$ cat src/rtl/qpsk_demod.sv
// qpsk_demod: QPSK hard-decision demapper with a 2-entry output FIFO.
// Consumes {Im, Re} Q1.15 samples over a pipelined Wishbone-style stream and
// emits a 2-bit symbol {Re<0, Im<0} on a 6-bit output bus.
// Optional build macro QPSK_DEMOD_SOFT_EN adds a 4-bit reliability field
// (bits [14:11] of min(|Re|,|Im|)) on DAT_O[5:2]; otherwise DAT_O[5:2] is 0.
module qpsk_demod (
    input  logic        CLK_I,
    input  logic        RST_I,
    input  logic [31:0] DAT_I,
    input  logic        CYC_I,
    input  logic        STB_I,
    input  logic        WE_I,
    output logic        ACK_O,
    output logic [5:0]  DAT_O,
    output logic        CYC_O,
    output logic        STB_O,
    output logic        WE_O,
    input  logic        ACK_I
);

`ifdef QPSK_DEMOD_SOFT_EN
    localparam int ENTRY_W = 6;
`else
    localparam int ENTRY_W = 2;
`endif

    logic               ena;
    logic               full;
    logic               push;
    logic               pop;
    logic [1:0]         count_reg;
    logic [1:0]         count_next;
    logic               wr_ptr_reg;
    logic               rd_ptr_reg;
    logic               stb_reg;
    logic               cyc_reg;
    logic [ENTRY_W-1:0] mem_reg [0:1];
    logic [ENTRY_W-1:0] entry_next;

    assign ena   = CYC_I & STB_I & WE_I;
    assign full  = (count_reg == 2'd2);
    // Acceptance depends only on the current fill level, never on ACK_I
    assign ACK_O = ena & ~full;
    assign push  = ACK_O;
    assign pop   = stb_reg & ACK_I;

`ifdef QPSK_DEMOD_SOFT_EN
    // Magnitude of a Q1.15 value; the lone unrepresentable -1.0 saturates to max
    function automatic logic [14:0] sat_abs(input logic [15:0] v);
        logic [14:0] mag;
        if (!v[15])
            mag = v[14:0];
        else if (v == 16'h8000)
            mag = 15'h7FFF;
        else
            mag = ~v[14:0] + 15'd1;
        return mag;
    endfunction

    logic [14:0] re_mag;
    logic [14:0] im_mag;
    logic [14:0] min_mag;
    logic        unused_mag;

    assign re_mag     = sat_abs(DAT_I[15:0]);
    assign im_mag     = sat_abs(DAT_I[31:16]);
    assign min_mag    = (re_mag < im_mag) ? re_mag : im_mag;
    assign unused_mag = ^min_mag[10:0];
    // Sign bits give the quadrant; weaker axis magnitude gives the confidence
    assign entry_next = {min_mag[14:11], DAT_I[15], DAT_I[31]};
    assign DAT_O      = mem_reg[rd_ptr_reg];
`else
    logic unused_dat;

    assign unused_dat = ^{DAT_I[30:16], DAT_I[14:0]};
    // Sign bits alone give the quadrant; zero counts as non-negative
    assign entry_next = {DAT_I[15], DAT_I[31]};
    assign DAT_O      = {4'b0000, mem_reg[rd_ptr_reg]};
`endif

    // Fill level follows push/pop; simultaneous push and pop leaves it unchanged
    always_comb begin
        count_next = count_reg;
        case ({push, pop})
            2'b10:   count_next = count_reg + 2'd1;
            2'b01:   count_next = count_reg - 2'd1;
            default: count_next = count_reg;
        endcase
    end

    // One storage entry per pointer value; reset clears contents so DAT_O reads 0
    generate
        for (genvar gi = 0; gi < 2; gi++) begin : g_entry
            always_ff @(posedge CLK_I or posedge RST_I) begin
                if (RST_I)
                    mem_reg[gi] <= '0;
                else if (push && (wr_ptr_reg == 1'(gi)))
                    mem_reg[gi] <= entry_next;
            end
        end
    endgenerate

    // Pointers, fill level and registered stream flags
    always_ff @(posedge CLK_I or posedge RST_I) begin
        if (RST_I) begin
            wr_ptr_reg <= 1'b0;
            rd_ptr_reg <= 1'b0;
            count_reg  <= 2'd0;
            stb_reg    <= 1'b0;
            cyc_reg    <= 1'b0;
        end else begin
            if (push)
                wr_ptr_reg <= ~wr_ptr_reg;
            if (pop)
                rd_ptr_reg <= ~rd_ptr_reg;
            count_reg <= count_next;
            stb_reg   <= (count_next != 2'd0);
            // Keep the downstream cycle open until buffered symbols have drained
            cyc_reg   <= CYC_I | (count_next != 2'd0);
        end
    end

    assign STB_O = stb_reg;
    assign WE_O  = stb_reg;
    assign CYC_O = cyc_reg;

endmodule

$ cat config.mk
export PLATFORM = sky130hd
export DESIGN_NAME = qpsk_demod
export DESIGN_NICKNAME = d
export VERILOG_FILES = /design/src/rtl/qpsk_demod.sv
export SDC_FILE = /design/constraint.sdc
export NUM_CORES = 1
export LEC_CHECK = 0
export ABC_AREA = 1
export BUFFER_PORTS_ARGS = -buffer_cell sky130_fd_sc_hd__buf_2
export CELL_PAD_IN_SITES_DETAIL_PLACEMENT = 0
export CELL_PAD_IN_SITES_GLOBAL_PLACEMENT = 1
export CORE_UTILIZATION = 24
export DETAILED_ROUTE_END_ITERATION = 10
export GPL_TIMING_DRIVEN = 0
export PLACE_DENSITY_LB_ADDON = 0.1
export SLEW_MARGIN = 10
export SYNTH_ARGS = -nofsm -noshare
export SYNTH_HDL_FRONTEND = slang
export SYNTH_SLANG_ARGS = --single-unit
export TNS_END_PERCENT = 50
$ cat constraint.sdc
create_clock -name CLK_I -period 1.9 [get_ports CLK_I]
set_input_delay 0.19 -clock CLK_I [delete_from_list [all_inputs] [get_ports CLK_I]]
set_output_delay 0.19 -clock CLK_I [all_outputs]
set_load 0.01 [all_outputs]
==> flow_metrics.tcl, run 1 <==
set metrics [dict create \
    status "finished, final reports clean" \
    routedWlPerCell_um 8.695 \
    io_pins 48 \
    leakagePower_nw 0.3925 \
    crit_type "reg -> reg" \
    finalPower_mw 0.9196 \
    min_to "mem_reg[0]" \
    h-tree-depth 1 \
    ctsResizeCount 0 \
    fin_setup_tns_ns 0 \
    largest_register_ffs 4 \
    p_sw_mw 0.3431 \
    rsz0062_at_grt "false" \
    p_seq_frac 0.423 \
    ant_nets 0 \
    synth_area_leaders "dfrtp_1 (46%), nand2_1 (8.4%), buf_4 (7.0%)" \
    die_h_um 49.40 \
    gp_congestion 0.6946 \
    p_sw_frac 0.3731 \
    track_usage 0.09073 \
    die_width_um 49.40 \
    cp_max_fo 3 \
    power_density_nw_per_um2 1349 \
    hold_violations 0 \
    cts_root_buf "clkbuf_4" \
    firstDrtPassIters 4 \
    antenna_found_initial 0 \
    placed_area_sq_um 649.4 \
    insertedDiodeCount 0 \
    cts.sinks 10 \
    fmax_mhz 662.4 \
    grt_pass1_vias 364 \
    slowest_delay_ns 0.40 \
    cp-end-kind "register" \
    min_path_type "in -> reg" \
    core_area_sq_um 2042 \
    grt-ovfl-total 0 \
    peakVddDrop_uv 509.5 \
    yosysTopAreaCell "dfrtp_1" \
    drv_cap 0 \
    drv_slew 0 \
    avgSynthCellArea_sq_um 9.298 \
    drt-initial-drc-count 4 \
    netlist.area_leader.share 0.4640 \
    cts.path.max_buffers 2 \
    fill_cells 232 \
    initial_core_util 0.2641 \
    ys_warn_count 0 \
    crit_slowest_cell "dfrtp_1" \
    worstReg2RegEnd "CYC_O" \
    cellInternalPower_mw 0.5765 \
    seq_area_frac_synth 0.4640 \
    postSynthCellCount 58 \
    setup_viol 0 \
    numCtsBuffers 3 \
    yosysUniqueCellTypes 17 \
    finClkSkew_ns 0.005587 \
    grt_pass1_wl_um 1600 \
    path_cells "inv_2 > nand2_2 > nand2_1 > ha_1 > xor2_1 > nand4_1" \
    fin_crit_sh 0.7946 \
    final_cell_mix "buf_2 (13), nand2_1 (12), dfrtp_1 (10), inv_1 (10), buf_4 (5)" \
    area_growth_pct 26.45 \
    reg2regPathDepth 6 \
    vias 386 \
    holdPathStages 3 \
    clock_latency_ns 0.26 \
    hold_start "DAT_I[31]" \
    rrSetupSlack_ns 0.39 \
    worst_ep_required_time_ns 2.03 \
    fin_area_sq_um 681.9 \
    layout.nets 119 \
    ys_seq_elements 10 \
    final.min_clock_period_ns 1.510 \
    p_comb_frac 0.423 \
    dp.final_hpwl_um 753.1 \
    final_common_cell "buf_2" \
    die_area_sq_um 2440 \
    vias_per_cell 3.676 \
    drive_gt1_frac 0.3846 \
    totalWireLength_um 913 \
    rows 16 \
    cp.arrival_ns 1.64 \
    syn_area_sq_um 539.3 \
    drc 0 \
    cts_tree "done" \
    pwr-share-clk 0.154 \
    clk_pin_slew_ns 0.06 \
    rr_startpoint "count_reg[0]" \
    portBuffers 13 \
    worst_setup_path_start_kind "register" \
    grt_max_degree 11 \
    cts_setup_buffers 0 \
]
==> layer usage <==
metal	up-vias	global-route usage	part of all wire
met3	0	0.05607	0.089
met1	161	0.1316	0.50
met5	-	0	0
met2	15	0.1119	0.41
met4	0	0.01429	0
li1	210	-	-
==> cell usage after synthesis <==
| master | n |
|---|---|
| dfrtp_1 | 10 |
| nand3_1 | 2 |
| nand2_2 | 2 |
| inv_1 | 10 |
| o21ai_1 | 4 |
| nand3b_4 | 1 |
| inv_2 | 2 |
| conb_1 | 1 |
| nand4_1 | 2 |
| nor2_8 | 1 |
| nand2_1 | 12 |
| nand3_2 | 1 |
| buf_4 | 5 |
| ha_1 | 1 |
| mux2_2 | 2 |
| xor2_1 | 1 |
| xnor2_1 | 1 |
==> critical path: cells and delay by family (launching register included) <==
kind	cells	cell delay (ns)
xor+xnor	1	0.23
fa+ha+maj	1	0.33
buf+inv	1	0.06
flops	1	0.40
simple gates	3	0.36
==> cell families (layout without fill, tap and decap cells) <==
kind of cell / Yosys count / in the layout / share of synthesized area
AO/OA/AOI/OAI: 4 / 4 / 0.03712
XOR/XNOR: 2 / 2 / 0.03249
adder cells (fa/ha/maj): 1 / 1 / 0.02320
buffers and inverters: 17 / 34 / 0.1532
flip-flops: 10 / 10 / 0.4640
multiplexers: 2 / 2 / 0.04176
other: 1 / 4 / 0.006954
AND/OR/NAND/NOR: 21 / 21 / 0.2413
==> layout make-up <==
cell class / instances / area (sq um) / area share
plain buffers: 5 / 37.54 / 0.05505
clock buffers: 3 / 22.52 / 0.03303
inverters: 12 / 45.04 / 0.06606
multi-input cells: 34 / 217.7 / 0.3193
flip-flops and latches: 10 / 250.2 / 0.3670
well taps: 27 / 33.78 / 0.04954
repair buffers: 14 / 75.07 / 0.1101
==> metrics by stage <==
step | hold slack (ns) | utilization | std cells | setup WS, ns
after detailed placement | 0.1969 | 0.3180 | 101 | 0.4028
after floorplan | 0.03018 | - | 61 | 0.5607
after global placement | 0.2006 | 0.3180 | 101 | 0.3831
after CTS | 0.1843 | 0.3339 | 105 | 0.3868
after global routing | 0.1967 | 0.3339 | 105 | 0.2283
final | 0.1860 | 0.3339 | 105 | 0.3904
==> power groups by stage <==
stage | clock network [mW] | registers, mW | logic [mW]
floorplan | 0 | 0.389 | 0.282
global placement | 0 | 0.392 | 0.394
detailed placement | 0 | 0.393 | 0.392
CTS | 0.150 | 0.389 | 0.394
global route | 0.161 | 0.400 | 0.449
finish | 0.142 | 0.389 | 0.389
==> worst max-delay path by stage <==
stage / from / to / depth (start not counted)
CTS: count_reg[0] / CYC_O / 6
global route: count_reg[0] / STB_O / 8
floorplan: count_reg[0] / CYC_O / 6
global placement: count_reg[0] / CYC_O / 6
detailed placement: count_reg[0] / CYC_O / 6
finish: count_reg[0] / CYC_O / 6
==> repair_timing <==
item | CTS | global route
endpoints found under the setup margin | 0 | 0
hold buffers | 1 | 0
hold endpoints to repair | 10 | 0
Note: power is estimated with default switching activity, not from simulation.
==> inputs of run 2 (changes only) <==
==> constraint.sdc (replaced) <==
create_clock -name CLK_I -period 1.55 [get_ports CLK_I]
set_input_delay 0.155 -clock CLK_I [delete_from_list [all_inputs] [get_ports CLK_I]]
set_output_delay 0.155 -clock CLK_I [all_outputs]
set_load 0.01 [all_outputs]
==> run 2 against run 1 <==
Total power increased by 26%. Routed wire length up 2.1%. Critical endpoint unchanged. Maximum frequency up 6.3%. Critical path type unchanged. Final area increased by 2.9%. Die area stayed put. Worst hold slack worse by 0.034 ns. Register-to-register slack lost 0.26 ns.
==> flow_metrics.tcl, run 2 (same netlist as run 1, synthesis figures left out) <==
set metrics [dict create \
    drive_gt1_frac 0.4103 \
    die_h_um 49.40 \
    ant_nets 0 \
    whs_ns 0.1517 \
    insertedDiodeCount 0 \
    final.min_clock_period_ns 1.420 \
    min_path_type "in -> reg" \
    layout.nets 119 \
    track_usage 0.09073 \
    grt_pass1_wl_um 1600 \
    worst_setup_path_start_kind "register" \
    grt_max_degree 11 \
    cts.sinks 10 \
    final_cell_mix "buf_2 (13), nand2_1 (11), dfrtp_1 (10), inv_1 (10), buf_4 (5)" \
    vias 389 \
    cellInternalPower_mw 0.7207 \
    leakagePower_nw 0.3991 \
    p_sw_frac 0.3767 \
    vias_per_cell 3.705 \
    firstDrtPassIters 4 \
    antenna_found_initial 0 \
    power_density_nw_per_um2 1647 \
    die_area_sq_um 2440 \
    cts_setup_buffers 0 \
    clk_pin_slew_ns 0.06 \
    drt-initial-drc-count 4 \
    rows 16 \
    die_width_um 49.40 \
    p_sw_mw 0.4356 \
    crit_type "reg -> reg" \
    grt-ovfl-total 0 \
    p_comb_frac 0.434 \
    core_area_sq_um 2042 \
    worst_ep_required_time_ns 1.68 \
    io_pins 48 \
    initial_core_util 0.2641 \
    portBuffers 13 \
    grt_pass1_vias 364 \
    finClkSkew_ns 0.005369 \
    peakVddDrop_uv 625.3 \
    totalWireLength_um 932 \
    fin_crit_sh 0.9159 \
    cts_root_buf "clkbuf_4" \
    gp_congestion 0.6946 \
    crit_slowest_cell "dfrtp_1" \
    h-tree-depth 1 \
    p_seq_frac 0.417 \
    fin_setup_tns_ns 0 \
    fmax_mhz 704.4 \
    clock_latency_ns 0.26 \
    slowest_delay_ns 0.40 \
    drv_cap 0 \
    cts.path.max_buffers 2 \
    drv_slew 0 \
    largest_register_ffs 4 \
    path_buf_inv 1 \
    path_cells "inv_2 > nand2_4 > nand2_2 > ha_4 > xor2_1 > nand4_1" \
    cts_tree "done" \
    pwr-share-clk 0.149 \
    final_common_cell "buf_2" \
    routedWlPerCell_um 8.876 \
    drc 0 \
    hold_violations 0 \
    fill_cells 233 \
    cp_max_fo 3 \
    cp.arrival_ns 1.55 \
    status "finished, final reports clean" \
    rsz0062_at_grt "false" \
    dp.final_hpwl_um 753.1 \
    area_growth_pct 30.16 \
    cp-end-kind "register" \
    setup_viol 0 \
    multi_input_area_sq_um 237.7 \
    crit_family "flip-flops" \
    numCtsBuffers 3 \
    register_area_sq_um 250.2 \
]
[run 2: layout make-up]
type	instances	share of cell area
Multi-Input combinational cell	34	0.3387
Clock buffer	3	0.03209
Timing Repair Buffer	14	0.1070
Sequential cell	10	0.3565
Buffer	5	0.05348
Inverter	12	0.06417
Tap cell	27	0.04813
[run 2: layer usage]
layer | part of all wire | vias up | GRT usage | wire length [um]
met3 | 0.087 | 0 | 0.05607 | 81
li1 | - | 210 | - | -
met4 | 0 | 0 | 0.01429 | 0
met2 | 0.41 | 15 | 0.1119 | 386
met1 | 0.50 | 164 | 0.1316 | 464
met5 | 0 | - | 0 | 0
[run 2: repair_timing]
item | 4_1_cts | 5_1_grt
setup endpoints to repair | 0 | 4
gates resized for setup | 0 | 3
hold buffers | 1 | 0
endpoints found under the hold margin | 10 | 0
[run 2: final timing paths]
check	start	end	slack, ns	cells past startpoint
setup reg to reg	count_reg[0]	CYC_O	0.13	6
max in group asynchronous	RST_I	CYC_O	0.85	3
hold reg to reg	mem_reg[0]	mem_reg[0]	0.49	2
setup / recovery	count_reg[0]	CYC_O	0.13	6
min in group asynchronous	RST_I	count_reg[0]	0.41	3
hold / removal	DAT_I[31]	mem_reg[0]	0.15	3
[run 2: worst min-delay path: cells and delay by family]
family / cells / cell delay, ns
compound gates: 1 / 0.06
buf+inv: 2 / 0.15
[run 2: power groups by stage]
stage	clock network (mW)	registers, mW	logic (mW)
final	0.173	0.482	0.502
after detailed placement	0	0.482	0.480
after global placement	0	0.481	0.483
after floorplan	0	0.476	0.346
after CTS	0.184	0.477	0.484
after global routing	0.197	0.495	0.579
[run 2: per-stage QoR]
stage | instances | area, sq um | setup WS [ns] | power, mW | utilization
2_1_floorplan | 61 | 550.5 | 0.2107 | 0.8219 | -
3_3_place_gp | 101 | 649.4 | 0.03307 | 0.9640 | 0.3180
3_5_place_dp | 101 | 649.4 | 0.05280 | 0.9616 | 0.3180
4_1_cts | 105 | 681.9 | 0.03675 | 1.144 | 0.3339
5_1_grt | 105 | 701.9 | 0.004608 | 1.272 | 0.3438
6_report | 105 | 701.9 | 0.1303 | 1.156 | 0.3438
